`config.mk`:
```
export PLATFORM = sky130hd
export DESIGN_NAME = quadrature_generator
export DESIGN_NICKNAME = d
export VERILOG_FILES = /design/src/rtl/quadrature_generator.sv
export SDC_FILE = /design/constraint.sdc
export NUM_CORES = 1
export LEC_CHECK = 0
export CAP_MARGIN = 20
export CORE_ASPECT_RATIO = 1.2
export CORE_UTILIZATION = 33
export DETAILED_ROUTE_END_ITERATION = 16
export PLACE_DENSITY = 0.52
export SLEW_MARGIN = 20
export SYNTH_ARGS = -nofsm -noshare
export SYNTH_HDL_FRONTEND = slang
export SYNTH_SLANG_ARGS = --single-unit
```
`constraint.sdc`:
```
create_clock -name clk -period 4.1 [get_ports clk]
set_input_delay 1.23 -clock clk [delete_from_list [all_inputs] [get_ports clk]]
set_output_delay 1.23 -clock clk [all_outputs]
set_load 0.01 [all_outputs]
```
`src/rtl/quadrature_generator.sv`:
```
// quadrature_generator: converts step requests into a two-channel Gray-coded
// quadrature pattern on (a, b). Each phase is held for at least PHASE_CYCLES
// en ticks, and a signed 16-bit count of the steps emitted is kept.
// Optional index output: define QUADRATURE_GENERATOR_INDEX_EN to drive idx high
// whenever position[INDEX_BITS-1:0] == 0. When it is undefined, idx is tied low.
module quadrature_generator #(
  parameter int unsigned PHASE_CYCLES = 4,
  parameter int unsigned INDEX_BITS   = 4
) (
  input  logic        clk,
  input  logic        reset_n,
  input  logic        en,
  input  logic        step_valid,
  input  logic        step_dir,
  output logic        step_ready,
  output logic        a,
  output logic        b,
  output logic        busy,
  output logic [15:0] position,
  output logic        idx
);

  // Reject illegal parameterisations at elaboration time.
  if (PHASE_CYCLES < 1 || PHASE_CYCLES > 65535) begin : g_bad_phase_cycles
    $error("PHASE_CYCLES must be in 1..65535");
  end
  if (INDEX_BITS < 1 || INDEX_BITS > 15) begin : g_bad_index_bits
    $error("INDEX_BITS must be in 1..15");
  end

  typedef enum logic {
    IDLE  = 1'b0,
    DWELL = 1'b1
  } state_e;

  localparam logic [15:0] CNT_RELOAD = 16'(PHASE_CYCLES - 1);

  state_e      state_q, state_d;
  logic [15:0] cnt_q, cnt_d;
  logic [1:0]  p_q, p_d;
  logic        a_q, a_d;
  logic        b_q, b_d;
  logic [15:0] position_q, position_d;
  logic        accept;

  // Handshake: IDLE always accepts; DWELL accepts only on the final tick of the dwell.
  always_comb begin
    step_ready = reset_n & ((state_q == IDLE) |
                            ((state_q == DWELL) & (cnt_q == 16'd0) & en));
    accept     = step_valid & step_ready;
  end

  // Next-state logic: advance the phase on accept, otherwise count down the dwell.
  always_comb begin
    // NOTE: every signal starts from its held value, so no path can leave it
    // unassigned and infer a latch.
    state_d    = state_q;
    cnt_d      = cnt_q;
    p_d        = p_q;
    position_d = position_q;
    if (accept) begin
      p_d        = step_dir ? p_q + 2'd1 : p_q - 2'd1;
      position_d = step_dir ? position_q + 16'd1 : position_q - 16'd1;
      cnt_d      = CNT_RELOAD;
      state_d    = DWELL;
    end else if (state_q == DWELL && en) begin
      if (cnt_q == 16'd0) begin
        state_d = IDLE;
      end else begin
        cnt_d = cnt_q - 16'd1;
      end
    end
    // Gray mapping, so a single phase increment flips exactly one channel.
    a_d = p_d[1];
    b_d = p_d[1] ^ p_d[0];
  end

  // State and output registers; reset wins over a simultaneous accept.
  always_ff @(posedge clk) begin
    // NOTE: sequential state uses non-blocking assignments, so every flop
    // samples the pre-edge values regardless of statement order.
    if (!reset_n) begin
      state_q    <= IDLE;
      cnt_q      <= 16'd0;
      p_q        <= 2'd0;
      a_q        <= 1'b0;
      b_q        <= 1'b0;
      position_q <= 16'd0;
    end else begin
      state_q    <= state_d;
      cnt_q      <= cnt_d;
      p_q        <= p_d;
      a_q        <= a_d;
      b_q        <= b_d;
      position_q <= position_d;
    end
  end

  assign a        = a_q;
  assign b        = b_q;
  assign busy     = (state_q == DWELL);
  assign position = position_q;

`ifdef QUADRATURE_GENERATOR_INDEX_EN
  logic idx_q, idx_d;

  // Index is derived from the next position, so it lands on the same edge as position.
  always_comb begin
    idx_d = (position_d[INDEX_BITS-1:0] == '0);
  end

  // Index register; position resets to 0, so idx resets high.
  always_ff @(posedge clk) begin
    if (!reset_n) begin
      idx_q <= 1'b1;
    end else begin
      idx_q <= idx_d;
    end
  end

  assign idx = idx_q;
`else
  assign idx = 1'b0;
`endif

endmodule
```
# Yosys cells after proc, flatten, opt, wreduce, memory -nomap -nowiden
# Cells that the tools add are included.
[totals]
out_inout_bits = 21
regBits = 37
wordCells = 39
inputBits = 5
[classes]
n_eq_ne = 1
add_sub_neg = 5
reduce_logical = 8
n_bitwise = 9
muxes = 9
[ops]
columns = ["op", "count"]
rows = [
  ["subtractor 16 x 1 -> 16 bit, second input constant", 2],
  ["adder 16 x 1 -> 16 bit, second input constant", 1],
  ["zero test 16 bit", 1],
  ["2-to-1 mux 16 bit", 1],
  ["2-to-1 mux 2 bit", 5],
  ["AND reduction 2 bit", 3],
  ["bitwise AND 1 bit", 4],
  ["nonzero test 2 bit", 2],
  ["2-to-1 mux 1 bit", 3],
  ["inverter 1 bit", 3],
  ["adder 2 x 1 -> 2 bit, second input constant", 1],
  ["!= test 2 bit, second input constant", 1],
  ["OR reduction 2 bit", 1],
  ["subtractor 2 x 1 -> 2 bit, second input constant", 1],
  ["logical AND 1 bit", 1],
  ["OR 1 bit", 1],
  ["XOR 1 bit", 1],
]

# Logic depth before layout (Yosys ltp)
[logic_depth]
depth_word = 8
depth_mapped = 9
mapped_depth_nobuf = 9

# Worst setup path before layout
# Ideal clock, no wire load.
[synth_timing]
path_kind = "input to register"
start = "input port step_dir"
end = "register position_q[13] (netlist: position[13])"
required_time_ps = 3978
path_slack_ps = 874
cell_stages = 9
t_arrival_ps = 3104
setup_ps = 122
n_path_buf = 0
path_cell_list = "inv_1 -> ha_1 -> a211oi_1 -> o211ai_1 -> a311oi_1 -> o31ai_1 -> xor2_1 -> nand2_1 -> a21boi_0"
[synth_via]
elab_chain_len = 1
[synth_lines]
columns = ["element", "line_no", "source"]
rows = [
  ["start, declared", "14", "input logic step_dir,"],
  ["2-to-1 mux 16 bit", "63", "position_d = step_dir ? position_q + 16'd1 : position_q - 16'd1;"],
  ["end signal, assigned", "95", "position_q <= position_d;"],
  ["end, declared", "43", "logic [15:0] position_q, position_d;"],
]
# Every way passes these cells.
# A chain may end at the register's enable or synchronous reset.

# Final worst setup path
[layout_timing]
start = "input port en"
end = "output port step_ready"
[layout_via]
elab_chain_len = 3
[layout_lines]
columns = ["element", "line_no", "source"]
rows = [
  ["start, declared", "12", "input logic en,"],
  ["bitwise AND 1 bit", "49", "((state_q == DWELL) & (cnt_q == 16'd0) & en));"],
  ["OR 1 bit", "48", "step_ready = reset_n & ((state_q == IDLE) |"],
  ["bitwise AND 1 bit", "48", ""],
  ["end, declared", "15", "output logic step_ready,"],
]
# Every way passes these cells.

==> run metrics <==
grt met2 use=25.6%; final instance area=2630 sq um; Ports=26; post-cts sizing count=0; GRT overflow=0; Peak VDD IR=145 uV; DRC violations left=0; Cell Area, Synth=2210 sq um; busiest layer in global routing=met2; # hold bufs at CTS=0; ranking of synthesized cells by area=dfxtp_1, ha_1, nand2_1; initial antenna violation count=0; CTS buffer count=5; leak pwr=1.05 nW; Synth Area per Inst=8.29 sq um; Die X=76.8 um; Starting Density=34.3%; pwr/cell area=392 nW/um^2; clk buf depth=2; Placer Congestion=0.822; Largest stage delay, worst path=0.54 ns; Arrival @ worst endpoint=2.51 ns; post-DR wirelength/cell=12.3 um; area leader, netlist=dfxtp_1; cell family with most CP delay=buffers and inverters; largest net degree at the start of global routing=29; vias after detailed routing=1829; top cell type's share of synthesized area=32.6%; DP Worst Slack=0.208 ns; Post-synth EDFFs=0; Total Wirelength=4640 um; initial drt markers=43; Seq/Total Area, Yosys=32.6%; vias in the first global route=1770; ys async rst share=0%; critical path peak fanout=4; n_diodes=0; Worst Skew=0.0128 ns; setup ws final=0.359 ns; Max Cap Viol=0; Fillers=652; Die Span Y=91.7 um; Buf+Inv Stages, Crit Path=2; RSZ-0062 raised after global routing=no; first drt pass iteration count=5; P&R area growth vs syn=18.7%; core area=6450 sq um; CP endpoint kind=output port; clk_lat worst skew=0.29 ns; CTS tree=built; Total Neg Setup Slack=0 ns; register bit total from synthesis=36; placed cell area=2540 sq um; top_reg_cell synth=dfxtp_1; Slew Viols, Final=0; met1 Track Usage GR=16.7%; Synth Net Count=289; share of layout cells above drive strength 1=5.80%; critical path class=in -> out; Vias/cell=4.84; clk sinks=36; FP Rows=32; Setup Viol. Count Final=0; post-synthesis cell type count=45; CP most frequent cell=clkdlybuf4s50_1; Tmin final=3.74 ns; Syn. warnings=0; worst hold path class=reg -> reg; ratio of final minimum period to clock period=91.2%; Die ar.=7040 sq um; gr usage total=14.3%; top-count cell post-synth=nand2_1; HPWL after DPL=3350 um; achievable clock frequency=267 MHz; GR Util met3=2.89%; Startpoint Class=primary input; Root Buffer=clkbuf_8; setup repair bufs after CTS=0; first-pass GRT wire length=8140 um; Layout Nets=314; outcome=finished, final reports clean; # H-tree levels=2; slowest library cell on the worst path=clkdlybuf4s50_1; Hold Vio Cnt, Final=0; Antenna Nets Post-Route=0; Mapped Cells=267; CTS clock-pin slew for the worst setup and hold paths=0.08 ns; Critical Path RT=2.87 ns; Synth top cells by count=nand2_1, dfxtp_1, nor2_1; port bufs=24; worst-path cell chain=clkdlybuf4s50_1 -> a31oi_2 -> nor2_1 -> clkdlybuf4s50_1
-- through the flow --
stage / power, W / hold WS, ns / utilization, % / instances
after detailed placement: 0.000785 / 0.456 / 39.4 / 370
after global routing: 0.00111 / 0.494 / 40.7 / 378
after global placement: 0.000786 / 0.459 / 39.4 / 370
after floorplan: 0.000674 / 0.479 / - / 267
after CTS: 0.00105 / 0.477 / 40.7 / 378
final: 0.00103 / 0.477 / 40.7 / 378
-- final timing paths --
| check | start | depth (start not counted) | slack, ns | end |
|---|---|---|---|---|
| setup / recovery | en | 4 | 0.36 | step_ready |
| hold / removal | position[15]$_SDFFE_PN0P_ | 2 | 0.48 | position[15]$_SDFFE_PN0P_ |
| setup reg to reg | position[0]$_SDFFE_PN0P_ | 8 | 1.88 | position[14]$_SDFFE_PN0P_ |
| hold reg to reg | position[15]$_SDFFE_PN0P_ | 2 | 0.48 | position[15]$_SDFFE_PN0P_ |
-- final cells by class --
type | count | area [sq um] | share of cell area (%)
repair buffers | 29 | 278 | 10.6
inverters | 7 | 26.3 | 1.00
clock inverters | 3 | 18.8 | 0.715
flip-flops and latches | 36 | 721 | 27.4
clock buffers | 5 | 68.8 | 2.62
well taps | 85 | 106 | 4.05
multi-input cells | 213 | 1410 | 53.6
-- worst min-delay path: cells and delay by family (launching register included) --
kind | cells | cell delay (ns)
flip-flops | 1 | 0.33
AND/OR/NAND/NOR | 1 | 0.05
multiplexers | 1 | 0.05
-- power breakdown --
part           switching, W  total (W)  internal, W
Combinational      0.000185   0.000358     0.000174
Sequential        0.0000323   0.000417     0.000385
Clock              0.000136   0.000254     0.000118
Total              0.000353    0.00103     0.000677
-- per-layer routing --
layer  routed length, um  share of wire, %
met1                2130                46
met4                  63               1.4
met5                   0                 0
met3                 118               2.5
met2                2330                50
-- sequential cells by signal, summed over array words and instances, names as in the netlist --
name      count
b             1
busy          1
cnt_q        16
p_q           2
position     16
-- layout by cell type (no fill, tap or decap), types with 4 or more instances in the layout --
cell type,count
nand2_1,38
dfxtp_1,36
nor2_1,29
clkdlybuf4s50_1,24
xor2_1,16
ha_1,16
a21oi_1,14
xnor2_1,14
nand3_1,9
a21boi_0,9
o21ai_0,9
inv_1,7
and2_1,6
nor2b_1,5
clkbuf_8,5
buf_4,5
nand4_1,4
-- cells by family after synthesis --
| kind of cell | after synthesis | synth area share, % |
|---|---|---|
| AND/OR/NAND/NOR | 112 | 25.5 |
| AO/OA/AOI/OAI | 51 | 15.2 |
| multiplexers | 2 | 0.905 |
| other | 1 | 0.169 |
| XOR/XNOR | 30 | 11.9 |
| flip-flops | 36 | 32.6 |
| buffers and inverters | 18 | 3.84 |
| adder cells (fa/ha/maj) | 17 | 9.95 |
(Power assumes the default switching activity.)
